==> src/rtl/mem_port_arbiter_if.sv <==
// Bundles the four requester ports and the shared memory port of mem_port_arbiter.
// The slave modport is the arbiter side; the master modport is the requesters and memory side.
interface mem_port_arbiter_if;
  logic [3:0]  req;
  logic [3:0]  we;
  logic [31:0] addr0, addr1, addr2, addr3;
  logic [31:0] wdata0, wdata1, wdata2, wdata3;
  logic        mem_ready;
  logic [31:0] mem_rdata;
  logic [1:0]  sel;
  logic [3:0]  gnt;
  logic        mem_valid;
  logic        mem_we;
  logic [31:0] mem_addr;
  logic [31:0] mem_wdata;
  logic [31:0] rdata;
  logic [3:0]  done;
  logic [3:0]  err;

  modport slave (
    input  req, we, addr0, addr1, addr2, addr3,
    input  wdata0, wdata1, wdata2, wdata3, mem_ready, mem_rdata,
    output sel, gnt, mem_valid, mem_we, mem_addr, mem_wdata, rdata, done, err
  );

  modport master (
    output req, we, addr0, addr1, addr2, addr3,
    output wdata0, wdata1, wdata2, wdata3, mem_ready, mem_rdata,
    input  sel, gnt, mem_valid, mem_we, mem_addr, mem_wdata, rdata, done, err
  );
endinterface

==> src/rtl/mem_port_arbiter.sv <==
// Round-robin 4:1 memory port arbiter with wait timeout; grant one cycle after req.
// Backpressure: access is held until mem_ready or TIMEOUT wait cycles, then one TURN cycle.
module mem_port_arbiter #(
  parameter int unsigned TIMEOUT = 255
) (
  input  logic               clk,
  input  logic               rst_n,
  mem_port_arbiter_if.slave  bus
);

  typedef enum logic [1:0] {IDLE, BUSY, TURN} state_t;

  localparam logic [7:0] WAIT_LAST = 8'(TIMEOUT - 1);

  state_t      state, state_nxt;
  logic [1:0]  ptr;
  logic [1:0]  sel_q;
  logic        mem_we_q;
  logic [7:0]  wait_cnt;
  logic [31:0] rdata_q;
  logic [3:0]  done_q, err_q;
  logic [1:0]  winner, idx;
  logic        found;
  logic        complete, expire;

  // Search ptr+1, ptr+2, ptr+3, ptr; the first requester found wins.
  always_comb begin
    winner = ptr;
    found  = 1'b0;
    idx    = ptr;
    for (int k = 1; k <= 4; k++) begin
      idx = ptr + 2'(k);
      if (!found && bus.req[idx]) begin
        winner = idx;
        found  = 1'b1;
      end
    end
  end

  // Completion beats timeout when both land on the same cycle.
  assign complete = (state == BUSY) && bus.mem_ready;
  assign expire   = (state == BUSY) && !bus.mem_ready && (wait_cnt >= WAIT_LAST);

  always_ff @(posedge clk or negedge rst_n) begin
    if (!rst_n) state <= IDLE;
    else        state <= state_nxt;
  end

  always_comb begin
    state_nxt = state;
    case (state)
      IDLE:    if (found) state_nxt = BUSY;
      BUSY:    if (complete || expire) state_nxt = TURN;
      TURN:    state_nxt = IDLE;
      default: state_nxt = IDLE;
    endcase
  end

  always_ff @(posedge clk or negedge rst_n) begin
    if (!rst_n) begin
      ptr      <= 2'd3;
      sel_q    <= 2'd0;
      mem_we_q <= 1'b0;
      wait_cnt <= 8'd0;
      rdata_q  <= 32'd0;
      done_q   <= 4'd0;
      err_q    <= 4'd0;
    end else begin
      done_q <= complete ? (4'b0001 << sel_q) : 4'd0;
      err_q  <= expire   ? (4'b0001 << sel_q) : 4'd0;
      if (state == IDLE && found) begin
        sel_q    <= winner;
        mem_we_q <= bus.we[winner];
        wait_cnt <= 8'd0;
      end else if (state == BUSY && !bus.mem_ready && wait_cnt != 8'hFF) begin
        wait_cnt <= wait_cnt + 8'd1;
      end
      if (complete) rdata_q <= bus.mem_rdata;
      if (complete || expire) begin
        ptr      <= sel_q;
        mem_we_q <= 1'b0;
      end
    end
  end

  always_comb begin
    bus.mem_addr  = bus.addr0;
    bus.mem_wdata = bus.wdata0;
    case (sel_q)
      2'd1: begin bus.mem_addr = bus.addr1; bus.mem_wdata = bus.wdata1; end
      2'd2: begin bus.mem_addr = bus.addr2; bus.mem_wdata = bus.wdata2; end
      2'd3: begin bus.mem_addr = bus.addr3; bus.mem_wdata = bus.wdata3; end
      default: begin bus.mem_addr = bus.addr0; bus.mem_wdata = bus.wdata0; end
    endcase
  end

  assign bus.sel       = sel_q;
  assign bus.gnt       = (state == BUSY) ? (4'b0001 << sel_q) : 4'd0;
  assign bus.mem_valid = (state == BUSY);
  assign bus.mem_we    = mem_we_q;
  assign bus.rdata     = rdata_q;
  assign bus.done      = done_q;
  assign bus.err       = err_q;

endmodule

==> src/flat_wrapper.sv <==
// flat-port wrapper written by rule: the top's interface ports become plain ports
module mem_port_arbiter_flat 
#(
  parameter int unsigned TIMEOUT = 255
)
  (clk, rst_n, bus_req, bus_we, bus_addr0, bus_addr1, bus_addr2, bus_addr3, bus_wdata0, bus_wdata1, bus_wdata2, bus_wdata3, bus_mem_ready, bus_mem_rdata, bus_sel, bus_gnt, bus_mem_valid, bus_mem_we, bus_mem_addr, bus_mem_wdata, bus_rdata, bus_done, bus_err);
  mem_port_arbiter_if bus_i ();
  input  logic clk;
  input  logic rst_n;
  input wire logic [$bits(bus_i.req)-1:0] bus_req;
  input wire logic [$bits(bus_i.we)-1:0] bus_we;
  input wire logic [$bits(bus_i.addr0)-1:0] bus_addr0;
  input wire logic [$bits(bus_i.addr1)-1:0] bus_addr1;
  input wire logic [$bits(bus_i.addr2)-1:0] bus_addr2;
  input wire logic [$bits(bus_i.addr3)-1:0] bus_addr3;
  input wire logic [$bits(bus_i.wdata0)-1:0] bus_wdata0;
  input wire logic [$bits(bus_i.wdata1)-1:0] bus_wdata1;
  input wire logic [$bits(bus_i.wdata2)-1:0] bus_wdata2;
  input wire logic [$bits(bus_i.wdata3)-1:0] bus_wdata3;
  input wire logic [$bits(bus_i.mem_ready)-1:0] bus_mem_ready;
  input wire logic [$bits(bus_i.mem_rdata)-1:0] bus_mem_rdata;
  output wire logic [$bits(bus_i.sel)-1:0] bus_sel;
  output wire logic [$bits(bus_i.gnt)-1:0] bus_gnt;
  output wire logic [$bits(bus_i.mem_valid)-1:0] bus_mem_valid;
  output wire logic [$bits(bus_i.mem_we)-1:0] bus_mem_we;
  output wire logic [$bits(bus_i.mem_addr)-1:0] bus_mem_addr;
  output wire logic [$bits(bus_i.mem_wdata)-1:0] bus_mem_wdata;
  output wire logic [$bits(bus_i.rdata)-1:0] bus_rdata;
  output wire logic [$bits(bus_i.done)-1:0] bus_done;
  output wire logic [$bits(bus_i.err)-1:0] bus_err;
  assign bus_i.req = bus_req;
  assign bus_i.we = bus_we;
  assign bus_i.addr0 = bus_addr0;
  assign bus_i.addr1 = bus_addr1;
  assign bus_i.addr2 = bus_addr2;
  assign bus_i.addr3 = bus_addr3;
  assign bus_i.wdata0 = bus_wdata0;
  assign bus_i.wdata1 = bus_wdata1;
  assign bus_i.wdata2 = bus_wdata2;
  assign bus_i.wdata3 = bus_wdata3;
  assign bus_i.mem_ready = bus_mem_ready;
  assign bus_i.mem_rdata = bus_mem_rdata;
  assign bus_sel = bus_i.sel;
  assign bus_gnt = bus_i.gnt;
  assign bus_mem_valid = bus_i.mem_valid;
  assign bus_mem_we = bus_i.mem_we;
  assign bus_mem_addr = bus_i.mem_addr;
  assign bus_mem_wdata = bus_i.mem_wdata;
  assign bus_rdata = bus_i.rdata;
  assign bus_done = bus_i.done;
  assign bus_err = bus_i.err;
  mem_port_arbiter #(.TIMEOUT(TIMEOUT)) u_core (.clk(clk), .rst_n(rst_n), .bus(bus_i));
endmodule
==> config.mk <==
export PLATFORM = sky130hd
export DESIGN_NAME = mem_port_arbiter_flat
export DESIGN_NICKNAME = d
export VERILOG_FILES = /design/src/rtl/mem_port_arbiter_if.sv /design/src/rtl/mem_port_arbiter.sv /design/src/flat_wrapper.sv
export SDC_FILE = /design/constraint.sdc
export NUM_CORES = 1
export LEC_CHECK = 0
export ABC_AREA = 1
export CORE_AREA = 2 2 162 164
export CTS_BUF_LIST = sky130_fd_sc_hd__clkbuf_16
export DETAILED_ROUTE_END_ITERATION = 16
export DIE_AREA = 0 0 164 166
export REMOVE_ABC_BUFFERS = 1
export SLEW_MARGIN = 20
export SYNTH_ARGS = -nofsm -noshare
export SYNTH_HDL_FRONTEND = slang
export SYNTH_SLANG_ARGS = --single-unit
==> constraint.sdc <==
create_clock -name clk -period 1.5 [get_ports clk]
set_input_delay 0.3 -clock clk [delete_from_list [all_inputs] [get_ports clk]]
set_output_delay 0.3 -clock clk [all_outputs]
set_load 0.01 [all_outputs]
# [After elaboration in Yosys (flattened, before gate mapping)]
# Index checks and enable logic that the tools add are counted.
[totals] reg_bits=55 inputBits=299 out_inout_bits=112 elab_cells=73
[op_classes] add_sub_neg=4 order_cmp=6 eq_ne=7 n_shift=1 mux=30 n_reduce_logical=17
[ops] operator="$pmux W32 S3" count=2
[ops] operator="$mux W8" count=2
[ops] operator="$lt A2 B3 Y1 const B" count=5
[ops] operator="$mux W2" count=6
[ops] operator="$mux W4" count=3
[ops] operator="$mux W1" count=11
[ops] operator="$bmux W1 S2" count=5
[ops] operator="$add A8 B1 Y8 const B" count=1
[ops] operator="$ge A8 B8 Y1 const B" count=1
[ops] operator="$logic_and A1 B1 Y1" count=8
[ops] operator="$ne A8 B8 Y1 const B" count=1
[ops] operator="$add A2 B2 Y2 const B" count=2
[ops] operator="$eq A2 B1 Y1 const B" count=2
[ops] operator="$eq A2 B2 Y1 const B" count=2
[ops] operator="$logic_not A1 Y1" count=4
[ops] operator="$ne A2 B1 Y1 const B" count=2
[ops] operator="$pmux W2 S2" count=1
[ops] operator="$reduce_bool A2 Y1" count=2
[ops] operator="$shl A1 B2 Y4 const A" count=1
[ops] operator="$add A2 B1 Y2 const B" count=1
[ops] operator="$logic_not A2 Y1" count=1
[ops] operator="$reduce_and A2 Y1" count=1
[ops] operator="$logic_or A1 B1 Y1" count=1

# [Depth between registers and ports, before layout]
# Gate-level depths: netlist of the first run.
[depth] depth_word=17 ltp_mapped=15 mapped_depth_nobuf=14

# [Least setup slack after synthesis of the first run]
# No wires, ideal clock.
[synth_timing] path_type="register to output" startpoint="register u_core.sel_q[0] (netlist: u_core.bus.sel[0])" endpoint="output bus_mem_addr[0]" t_arrival_ns=1.331 slack_ns=-0.131 stages_incl_launch_ff=6 path_cell_list="dfrtp_1 -> nor2_1 -> clkbuf_1 -> clkbuf_1 -> nand2_1 -> nand4_1"
[synth_via] elab_chain_len=2
[synth_rtl] item="from (decl)" line="mem_port_arbiter.sv:17" source="logic [1:0] sel_q;"
[synth_rtl] item="from (signal assigned)" line="mem_port_arbiter.sv:72" source="sel_q <= winner;"
[synth_rtl] item="$eq A2 B2 Y1 or $eq A2 B1 Y1 (tied branches)" line="mem_port_arbiter.sv:89" source="case (sel_q)"
[synth_rtl] item="$pmux W32 S3 *" line="mem_port_arbiter.sv:89"
[synth_rtl] item="to (decl)" line="flat_wrapper.sv:26" source="output wire logic [$bits(bus_i.mem_addr)-1:0] bus_mem_addr;"
# Every way passes the cells marked *; elsewhere a longest branch is shown, timed or not.

# [Worst setup path in the final report of the first run]
[layout_timing] startpoint="register u_core.sel_q[0] (netlist: u_core.bus.sel[0])" endpoint="output bus_mem_wdata[10]"
[layout_via] elab_chain_len=2
[layout_rtl] item="$eq A2 B2 Y1 or $eq A2 B1 Y1 (tied branches)" line="mem_port_arbiter.sv:89"
[layout_rtl] item="$pmux W32 S3 *" line="mem_port_arbiter.sv:89"
[layout_rtl] item="to (decl)" line="flat_wrapper.sv:27" source="output wire logic [$bits(bus_i.mem_wdata)-1:0] bus_mem_wdata;"
# Marked as above.

==> flow_summary.ini, run 1 <==
[run_status]
status = finished, violations left
violations = negative setup slack

[sta]
finalHoldViolCount = 0
final.setup.tns_ns = -30.45
rsz0062_at_grt = yes
period_needed_ns = 2.00
fin_skew_ns = 0.00516
fmax_mhz = 501
period_share_pct = 133
worst_slack_ns = -0.496
slew_headroom_pct = 73.8
tightest_slew_ns = 0.392
finalMaxSlewViolations = 0
setup_violations = 80
holdWs_ns = 0.345

[grt]
grt_usage_pct = 17.2
gr-total-overflow = 0
antenna_found_initial = 0
grt_pass1_wl_mm = 35.8
grt_max_degree = 34
grt_pass1_vias = 6219

[drt]
routed_wl_mm = 24.9
wire_per_inst_microns = 17.6
vias_per_cell = 4.24
final_antenna_net_count = 0
drt-initial-drc-count = 248
dr.pass1.iters = 4
vias = 6005
drcViolationCount = 0

[cts]
path_clk_slew_ns = 0.07
cts_sinks = 55
clk_latency_ns = 0.29
htree_levels = 2
clk_path_buf_depth = 2
cts_root_buf = clkbuf_16
cts_tree = yes
numCtsBuffers = 5

[finish]
diodes = 0
final_cells = 1415
fin_nets = 1380
drive_above_1_share_pct = 35.0
fillCellCount = 2584
utilization_pct = 41.1
design_area_sq_mm = 0.0105
syn_to_final_growth_pct = 165

[synthesis]
yosys.area.top_type = dfrtp_1
netlist_top_cells_area = dfrtp_1 (33%), nand2_1 (27%), nand4_1 (11%)
syn_area_sq_mm = 0.00397
yosysMostFrequentCell = nand2_1
yosys_warnings = 0
avgSynthCellArea_sq_um = 6.79
ys_seq_area_share_pct = 34.7
synthArstFlopShare_pct = 100
ys_seq_elements = 55
synth_edf_count = 0
yosysUniqueCellTypes = 25
synth_commonest_cells = nand2_1 (288), nand4_1 (67), dfrtp_1 (53), mux2_2 (32), nor2_1 (27)
synthCells = 585
synth_flop_cell = dfrtp_1
synth_top_area_share_pct = 33.4

[setup_path]
cp_slowest_cell = dfrtp_1
crit_arrival_ns = 1.70
path_class = reg -> out
critical_path.max_stage_delay_ns = 0.40
required_ns = 1.20
cp_num_buf_inv = 5
worstPathCellList = buf_6 > nor2_4 > buf_6 > buf_12 > buf_12 > nand2_2 > nand4_1 > buf_2
startpoint_type = flip-flop
path_delay_family = buffers and inverters
cp_max_fo = 8
crit_path_end_kind = primary output

[place]
gp_congestion = 0.971
dp_slack_ns = -0.580
dp.final_hpwl_mm = 17.4
dp.cells = 1356
placed_area_sq_mm = 0.00901
io_buffers = 410

[pwr]
p_leak_nw = 4.72
netSwitchingPower_mw = 8.23
intPower_mw = 11.0
p_seq_share_pct = 12.4
ir_worst_vdd_uv = 747
p_clk_share_pct = 7.7
power_density_mw_per_mm2 = 1820
finalPower_mw = 19.2
netSwitchingFraction_pct = 42.9
pwr-share-comb_pct = 79.9

[floorplan]
ioPinCount = 411
die_h_microns = 166
core_sq_mm = 0.0256
fp-row-count = 59
die_width_microns = 164
start_util_pct = 15.5
die_area_sq_mm = 0.0272

[flow_run]
maxCapViolCount = 0

[worst_hold_path]
hold_class = in -> async
[worst reg2reg max path: cells and delay by family (launching register included)]
family / cells / cell delay (ns)
and+or+nand+nor: 9 / 0.65
buffers and inverters: 4 / 0.28
AOI/OAI and AO/OA: 1 / 0.14
DFF: 1 / 0.56
[per-layer routing]
metal | share of wire (%) | GRT usage, %
met5 | 0 | 0
met4 | 2.6 | 4.61
met3 | 7.3 | 3.45
met2 | 51 | 31.3
met1 | 39 | 20.3
[kinds of logic after synthesis]
kind of cell	Yosys count	share of synthesized area, %
buffers and inverters	55	5.82
muxes	32	9.07
AOI/OAI and AO/OA	17	2.55
adders and majority gates	2	0.630
DFF	55	34.7
and+or+nand+nor	422	46.8
xor gates and xnor gates	2	0.441
[cell usage in the layout (no fill, tap or decap), types with 7 or more instances in the layout]
cell type,Yosys,final
clkbuf_16,0,7
nand4_1,67,67
buf_16,0,14
inv_1,18,11
inv_2,5,9
clkdlybuf4s50_1,0,312
dlymetal6s2s_1,0,20
nor2_1,27,16
buf_6,1,27
buf_4,0,47
dfrtp_1,53,52
mux2_2,32,32
nand2_4,0,40
buf_12,0,22
nand2_1,288,197
buf_2,8,61
nor2_4,3,10
nand3_1,19,9
nand2_2,15,63
[sequential cells by signal (all words and copies together) (netlist names)]
| signal | count |
|---|---|
| u_core.bus.done | 4 |
| u_core.ptr | 2 |
| u_core.bus.err | 4 |
| u_core.bus.rdata | 32 |
| u_core.bus.sel | 2 |
| u_core.state | 2 |
| u_core.wait_cnt | 8 |
| u_core.bus.mem_we | 1 |
[area by class of cell]
class / instances / area [sq um] / area share [%]
multi-input combinational: 475 / 3030 / 28.8
inverter: 24 / 130 / 1.24
clock buffer: 5 / 125 / 1.19
clock inverter: 3 / 63.8 / 0.606
sequential: 55 / 1380 / 13.1
tap: 335 / 419 / 3.98
timing repair buffer: 518 / 5390 / 51.1
[final timing paths]
kind	endpoint	slack, ns	startpoint	cells after the start
setup / recovery	bus_mem_wdata[10]	-0.50	u_core.bus.sel[0]	8
hold reg to reg	u_core.bus.rdata[2]	0.50	u_core.bus.rdata[2]	1
max in group asynchronous	u_core.bus.rdata[15]	0.57	rst_n	3
min in group clk	u_core.bus.rdata[2]	0.50	u_core.bus.rdata[2]	1
setup reg to reg	u_core.bus.mem_we	-0.23	u_core.ptr[0]	14
hold / removal	u_core.bus.rdata[21]	0.35	rst_n	2
[power by group through the flow]
stage | clock network (mW) | logic [mW] | registers (mW)
finish | 1.48 | 15.3 | 2.38
floorplan | 0 | 4.18 | 2.67
CTS | 1.54 | 14.3 | 2.41
global route | 1.59 | 16.4 | 2.46
detailed placement | 0 | 11.7 | 2.46
global placement | 0 | 11.7 | 2.42
[repair_timing]
item / 4_1_cts / 5_1_grt
pin swaps: 51 / 57
setup buffers: 28 / 8
hold buffers: 1 / 0
gates resized for setup: 439 / 134
endpoints found under the setup margin: 90 / 106
gates cloned: 17 / 2
hold endpoints to repair: 3 / 0
(Power assumes the default switching activity.)
==> run 2: changes to the inputs <==
CAP_MARGIN = 10   (was unset)
==> results of run 2 <==
The final DEF is identical to that of run 1; final timing and power are the same.
==> run 3: changes to the inputs <==
CELL_PAD_IN_SITES_DETAIL_PLACEMENT = 0   (was unset)
CELL_PAD_IN_SITES_GLOBAL_PLACEMENT = 2   (was unset)
CORE_AREA = unset   (was 2 2 162 164)
CORE_ASPECT_RATIO = 1.2   (was unset)
CORE_MARGIN = 2   (was unset)
CORE_UTILIZATION = 12   (was unset)
DIE_AREA = unset   (was 0 0 164 166)
PLACE_DENSITY_LB_ADDON = 0.1   (was unset)
TNS_END_PERCENT = 20   (was unset)
==> flow_summary.ini, run 3 (synthesis gave the netlist of run 1 again) <==
[finish]
fillCellCount = 3642
largest_reg_flops = 32
final_common_cell = clkdlybuf4s50_1
mostFrequentLayoutCells = clkdlybuf4s50_1 (300), nand2_1 (233), nand4_1 (67)
drive_above_1_share_pct = 28.3
final_cells = 1480
fin_nets = 1360
syn_to_final_growth_pct = 146

[drt]
met2_length_mm = 14.6
vias = 5757
wire_per_inst_microns = 18.9
topRoutingLayerUsed = met5
wl_met1_mm = 9.92
dr.pass1.iters = 4
wl_met3_mm = 2.82
drt-initial-drc-count = 183
final_antenna_net_count = 0
routed_wl_mm = 27.9
drcViolationCount = 0
vias_per_cell = 3.89

[setup_path]
required_ns = 1.20
startpoint_type = flip-flop
path_class = reg -> out
cp_max_fo = 7
crit_path_end_kind = primary output
rr_startpoint = u_core.ptr[0]
crit_arrival_ns = 1.67
crit_start = u_core.bus.sel[0]

[floorplan]
die_h_microns = 203
die_width_microns = 170
core_sq_mm = 0.0329
start_util_pct = 12.1
ioPinCount = 411
die_area_sq_mm = 0.0346
fp-row-count = 73

[sta]
fin_skew_ns = 0.00711
setup_violations = 80
tightest_slew_ns = 0.352
holdWs_ns = -0.0199
fmax_mhz = 509
period_share_pct = 131
final.setup.tns_ns = -28.61
period_needed_ns = 1.97
finalMaxSlewViolations = 0
worst_slack_ns = -0.466
finalHoldViolCount = 11
slew_headroom_pct = 76.3
rsz0062_at_grt = yes

[grt]
grt_pass1_wl_mm = 39.1
antenna_found_initial = 13
grt_pass1_vias = 6289
gr-total-overflow = 0
grt_max_degree = 56
grt_usage_pct = 15.3

[cts]
cts_sinks = 55
htree_levels = 2
clk_latency_ns = 0.30
numCtsBuffers = 5
cts_root_buf = clkbuf_16
clk_path_buf_depth = 2
cts_tree = yes
path_clk_slew_ns = 0.07

[pwr]
p_clk_share_pct = 8.1
netSwitchingFraction_pct = 43.4
netSwitchingPower_mw = 7.20
intPower_mw = 9.37
ir_worst_vdd_uv = 530
power_density_mw_per_mm2 = 1690
p_seq_share_pct = 14.5
p_leak_nw = 4.41
pwr-share-comb_pct = 77.4

[run_status]
status = finished, violations left
violations = negative hold slack, negative setup slack

[worst_hold_path]
hold_class = in -> async

[place]
io_buffers = 410
gp_congestion = 0.757
dp.cells = 1441
dp.final_hpwl_mm = 22.3

[flow_run]
maxCapViolCount = 0
==> run 3: timing repair <==
item,4_1_cts,5_1_grt
setup endpoints to repair,103,104
gates cloned,5,4
pin swaps,14,45
endpoints found under the hold margin,0,0
gates resized for setup,340,109
hold buffers,0,0
buffers inserted,9,6
==> run 3: power by group through the flow <==
stage / Combinational (mW) / Sequential [mW] / Clock [mW]
after CTS: 12.5 / 2.42 / 1.42
after floorplan: 4.18 / 2.67 / 0
after detailed placement: 12.3 / 2.44 / 0
after global routing: 14.0 / 2.48 / 1.46
final: 12.8 / 2.41 / 1.34
after global placement: 12.5 / 2.43 / 0
==> run 3: final timing paths <==
| path | to | slack [ns] | depth (start not counted) |
|---|---|---|---|
| max reg2reg | u_core.bus.mem_we | -0.23 | 13 |
| max in group asynchronous | u_core.ptr[0] | 1.21 | 2 |
| min reg2reg | u_core.bus.rdata[3] | 0.50 | 1 |
| min | u_core.wait_cnt[0] | -0.02 | 2 |
| min in group clk | u_core.bus.rdata[3] | 0.50 | 1 |
| max | bus_mem_wdata[1] | -0.47 | 8 |
==> run 3: final cells by class <==
| cell class | instances | area, sq um | area share (%) |
|---|---|---|---|
| Timing Repair Buffer | 498 | 5000 | 51.1 |
| Multi-Input combinational cell | 475 | 2610 | 26.6 |
| Sequential cell | 55 | 1380 | 14.1 |
| Tap cell | 412 | 515 | 5.27 |
| Clock buffer | 5 | 125 | 1.28 |
| Inverter | 24 | 103 | 1.05 |
| Clock inverter | 3 | 38.8 | 0.396 |
| Antenna cell | 8 | 20.0 | 0.204 |
==> run 3: through the flow <==
stage / setup WS [ns] / util [%] / cell area (sq um) / power, mW
2_1_floorplan: -1.74 / - / 3840 / 6.85
3_3_place_gp: -0.632 / 27.9 / 9190 / 14.9
3_5_place_dp: -0.606 / 27.9 / 9190 / 14.8
4_1_cts: -0.542 / 28.7 / 9440 / 16.4
5_1_grt: -0.546 / 29.8 / 9790 / 17.9
6_report: -0.466 / 29.8 / 9790 / 16.6
==> run 3: routing by layer <==
layer,global-route usage (%),vias up
met1,15.2,2564
met3,6.07,29
li1,-,2884
met4,4.70,10
met5,0,-
met2,28.9,270
==> run 3: worst max-delay path, cell delays in order, from the launching register on <==
cell	delay (ns)
dfrtp_1	0.42
buf_6	0.15
nor2_4	0.16
buf_6	0.16
buf_16	0.13
buf_6	0.10
nand2_4	0.04
nand4_1	0.06
buf_2	0.15
==> variant 1: new RTL, config.mk and constraints of run 1 <==
The 3 states of `state_t` get a one-hot encoding in 3 bits.
--- a/src/rtl/mem_port_arbiter.sv
+++ b/src/rtl/mem_port_arbiter.sv
@@ -8,7 +8,7 @@
   mem_port_arbiter_if.slave  bus
 );
 
-  typedef enum logic [1:0] {IDLE, BUSY, TURN} state_t;
+  typedef enum logic [2:0] {IDLE = 3'b001, BUSY = 3'b010, TURN = 3'b100} state_t;
 
   localparam logic [7:0] WAIT_LAST = 8'(TIMEOUT - 1);
 
Behaviour: same outputs for any inputs over 10 cycles, from zero or initial values and one cycle with rst_n low; not proved beyond that.
==> variant 1 against run 1 <==
- the run ends with negative hold slack, negative setup slack left
- synthesized area increased by 0.85%
- design area increased by 1.5%
- fmax decreased by 5.1%
- clock skew increased by 0.0082 ns
- largest cell class unchanged
- utilization increased by 0.60 points
- sequential cell count increased by 1
- power decreased by 0.45%
- routed wire length increased by 12%
- global-route usage increased by 2.1 points
- count of clock-buffer cells in the layout unchanged
- die area unchanged
- sequential share of layout area about the same
- setup slack got worse by 0.11 ns
==> variant 1: results (changes against run 1) <==
Placed design
  • HPWL after detailed placement: 19800 um (+14%)
  • Dpl ws: -0.658 ns (-0.0776 ns)

STA
  • Final worst slack: -0.604 ns (-0.108 ns)
  • Final hold slack: -0.00877 ns (-0.354 ns)
  • Final setup viols: 114 (+43%)
  • Worst rel slew slack: 78.1% (+4.2 points)
  • Fin. Hold Viols: 6 (+6)
  • Final setup TNS: -39.71 ns (-9.25 ns)

Yosys
  • Post-synth top cells: nand2_1 (305), nand4_1 (66), dfrtp_1 (53), mux2_2 (32), nor2_1 (25)
  • Post-synthesis sequential area ratio: 35.1% (+0.36 points)
  • Avg Inst Size Synth: 6.71 um^2 (-1.2%)
  • Synth area leaders: dfrtp_1 (33%), nand2_1 (29%), nand4_1 (10%)
  • Mapped cell area: 4010 um^2 (+0.85%)

GRT
  • GRT Util Overall: 19.3% (+2.1 points)
  • Met3 Track Usage GR: 3.25% (-0.20 points)
  • Vias in the first global route: 6422 (+3.3%)
  • First-pass GRT wire length: 39000 um (+9.1%)

Clock network
  • Post-cts gate resize count: 454 (+3.4%)
  • Setup Buffers After CTS: 34 (+21%)
  • # clock sinks: 56 (+1.8%)

Outcome
  • Status: finished with violations
  • Failing checks: negative hold slack, negative setup slack

Finish
  • Bufs w/o clock: 531 (+2.5%)
  • Sequential Area: 1410 um^2 (+1.8%)
  • Multi-input gates: 481 (+1.3%)
  • Multi-input combinational area share: 28.9% (+0.077 points)
  • Share of layout cells above drive strength 1: 35.3% (+0.29 points)
  • Clock-cell share: 1.62% (-0.18 points)
  • NonClk Buf Share: 51.2% (+0.072 points)
  • Total inserted antenna cells: 2 (+2)

Routing
  • Via count: 6218 (+3.5%)
  • Routed wl met2: 14800 um (+16%)
  • Met3 wire len: 1880 um (+3.2%)
  • Final wirelength: 27800 um (+12%)
  • Routed metal-1 wirelength: 10300 um (+7.1%)
  • Iteration-0 DRC Markers: 342 (+38%)

Worst setup path
  • Crit path DAT: 1.80 ns (+0.10 ns)
  • R2R depth: 11 (-3)
  • Register-to-register setup slack: -0.32 ns (-0.09 ns)

Pwr
  • Sw power: 8.18 mW (-0.53%)
  • Maximum vdd drop: 0.000796 V (+6.5%)
  • LEAKAGE: 4.99 nW (+5.7%)
[variant 1: cell types whose count changed after synthesis, moves of 2 or more]
cell      change
a21oi_1       -2
buf_2         -4
clkbuf_1      +4
inv_1         +5
nand2_1      +17
nand2_2       -9
nand3_1       -2
nor2_1        -2
nor2_2        +3
o21ai_0       -2
xnor2_1       +3
[variant 1: how the worst max path moves through the flow]
stage | cells after the start | endpoint | startpoint
3_5_place_dp | 6 | bus_mem_addr[18] | u_core.bus.sel[0]$_DFFE_PN0P_
2_1_floorplan | 4 | bus_gnt[2] | u_core.bus.sel[1]$_DFFE_PN0P_
5_1_grt | 9 | bus_mem_addr[7] | u_core.bus.sel[1]$_DFFE_PN0P_
4_1_cts | 8 | bus_mem_addr[12] | u_core.bus.sel[1]$_DFFE_PN0P_
3_3_place_gp | 6 | bus_mem_addr[18] | u_core.bus.sel[0]$_DFFE_PN0P_
6_report | 9 | bus_mem_addr[0] | u_core.bus.sel[1]$_DFFE_PN0P_
[variant 1: worst max-delay path: stages (launching register included)]
cell and delay [ns]:
dfrtp_1 0.41, buf_6 0.13, buf_6 0.11, nor2_4 0.12, buf_6 0.16, buf_12 0.12, buf_16 0.14, nand2_2 0.05
nand4_1 0.11, buf_2 0.15
[variant 1: cell families after synthesis]
group	count (synthesis)	synth area share (%)
xor gates and xnor gates	4	0.874
buffers and inverters	60	5.90
muxes	33	9.24
AOI/OAI and AO/OA	15	2.22
adders and majority gates	2	0.624
and+or+nand+nor	427	46.1
DFF	56	35.1
[variant 1: metrics by stage]
step / util, % / hold WS (ns)
detailed placement: 35.0 / 0.324
CTS: 39.8 / 0.00787
global placement: 35.0 / 0.328
finish: 41.7 / -0.00877
global route: 41.7 / 0.0188
floorplan: - / 0.00441
==> variant 2: new RTL, config.mk and constraints of run 1 <==
Made on the original files. `TIMEOUT` is set to 255 in 2 places; all go to 127.
--- a/src/rtl/mem_port_arbiter.sv
+++ b/src/rtl/mem_port_arbiter.sv
@@ -1,7 +1,7 @@
 // Round-robin 4:1 memory port arbiter with wait timeout; grant one cycle after req.
 // Backpressure: access is held until mem_ready or TIMEOUT wait cycles, then one TURN cycle.
 module mem_port_arbiter #(
-  parameter int unsigned TIMEOUT = 255
+  parameter int unsigned TIMEOUT = 127
 ) (
   input  logic               clk,
   input  logic               rst_n,
--- a/src/flat_wrapper.sv
+++ b/src/flat_wrapper.sv
@@ -1,7 +1,7 @@
 // flat-port wrapper written by rule: the top's interface ports become plain ports
 module mem_port_arbiter_flat 
 #(
-  parameter int unsigned TIMEOUT = 255
+  parameter int unsigned TIMEOUT = 127
 )
   (clk, rst_n, bus_req, bus_we, bus_addr0, bus_addr1, bus_addr2, bus_addr3, bus_wdata0, bus_wdata1, bus_wdata2, bus_wdata3, bus_mem_ready, bus_mem_rdata, bus_sel, bus_gnt, bus_mem_valid, bus_mem_we, bus_mem_addr, bus_mem_wdata, bus_rdata, bus_done, bus_err);
   mem_port_arbiter_if bus_i ();
Function: same outputs for any inputs over 10 cycles, from zero or initial values and one cycle with rst_n low; that may be too few to reach the edited logic, so the function may still have changed.
==> variant 2 against run 1 <==
- global-route usage increased by 0.35 points
- first-iteration DRC count increased by 21%
- utilization decreased by 0.83 points
- setup slack improved by 0.0087 ns
- synthesized area decreased by 0.28%
- design area decreased by 2.0%
- hold slack improved by 0.15 ns
- the flow still finishes with violations (negative setup slack)
- sequential cell count unchanged
- routed wire length increased by 3.5%
- register-to-register slack got worse by 0.05 ns
- power decreased by 6.5%
- critical path depth unchanged
==> variant 2: results (changes against run 1) <==
Outcome
  • Status: finished with violations
  • Failing checks: negative setup slack

Placed design
  • Gp weighted congestion: 0.913 (-5.9%)
  • Post-Place Cell Area: 8800 um^2 (-2.3%)
  • Dpl cells: 1345 (-0.81%)
  • HPWL after detailed placement: 18200 um (+4.5%)

STA
  • Final setup viols: 80 (unchanged)
  • Clk_skew: 0.0120 ns (+0.00685 ns)
  • Tightest Pin Transition: 0.445 ns (+0.0521 ns)
  • Final worst slack: -0.488 ns (+0.00868 ns)

Yosys
  • Adder-cell share of the synthesized area: 0.632% (+0.0018 points)
  • Post-synthesis sequential area ratio: 34.8% (+0.099 points)
  • Synth Instances: 591 (+1.0%)
  • Synth Area in Compound Gates: 2.18% (-0.37 points)
  • Mux cell area share after synthesis: 9.09% (+0.026 points)

GRT
  • GRT Util Overall: 17.5% (+0.35 points)
  • Initial antenna violation count: 2 (+2)
  • First-pass GRT wire length: 35800 um (+0.15%)
  • Pin count of the biggest net entering global routing: 37 (+8.8%)

Routing
  • DR WL/cell: 18.4 um (+4.5%)
  • Iteration-0 DRC Markers: 299 (+21%)
  • Vias per cell: 4.26 (+0.49%)
  • Pre-Repair DR Iteration Count: 5 (+1)
  • Final wirelength: 25700 um (+3.5%)

Finish
  • Share of layout cells above drive strength 1: 35.9% (+0.90 points)
  • Fillers: 2590 (+0.23%)

Worst setup path
  • CP max stage cell: dfrtp_2
  • Crit path to: bus_mem_addr[24]

Pwr
  • LEAKAGE: 4.73 nW (+0.12%)
[variant 2: cell types whose count changed after synthesis, sizes merged, moves of 2 or more]
cell,before,now
nor2,30,28
nand2,303,311
nand3,19,15
nor3,1,3
buf,15,17
[variant 2: cell type report]
| type | instances | area [um^2] | area share [%] |
|---|---|---|---|
| repair buffers | 498 | 5190 | 50.3 |
| multi-input cells | 478 | 3050 | 29.6 |
| flip-flops and latches | 55 | 1380 | 13.4 |
| well taps | 335 | 419 | 4.06 |
| inverters | 25 | 126 | 1.22 |
| clock buffers | 5 | 125 | 1.21 |
| clock inverters | 3 | 27.5 | 0.267 |
| diodes | 2 | 5.00 | 0.0485 |
[variant 2: routing by layer]
metal | vias to the layer above | GRT usage (%) | share of wire, %
met4 | 0 | 3.85 | 2.0
met1 | 2769 | 20.6 | 39
li1 | 2898 | - | -
met2 | 279 | 32.6 | 52
met3 | 29 | 3.30 | 6.6
met5 | - | 0 | 0
[variant 2: through the flow]
stage / TNS (ns) / hold WS [ns]
floorplan: -113.86 / 0.00441
global placement: -41.93 / 0.299
detailed placement: -42.97 / 0.301
CTS: -31.08 / 0.508
global route: -37.67 / 0.515
finish: -31.17 / 0.500
[variant 2: power by group through the flow]
| stage | Sequential [mW] | Clock [mW] | Combinational (mW) |
|---|---|---|---|
| after floorplan | 2.68 | 0 | 4.08 |
| after global placement | 2.39 | 0 | 11.3 |
| after detailed placement | 2.43 | 0 | 11.3 |
| after CTS | 2.41 | 1.24 | 13.6 |
| after global routing | 2.47 | 1.30 | 15.4 |
| final | 2.39 | 1.19 | 14.4 |
[variant 2: repair_timing]
item / 4_1_cts / 5_1_grt
hold endpoints to repair: 17 / 0
setup buffers: 24 / 8
hold buffers: 1 / 0
resized for setup: 447 / 150
setup endpoints to repair: 88 / 136
pin swaps: 41 / 62
cloned: 15 / 3
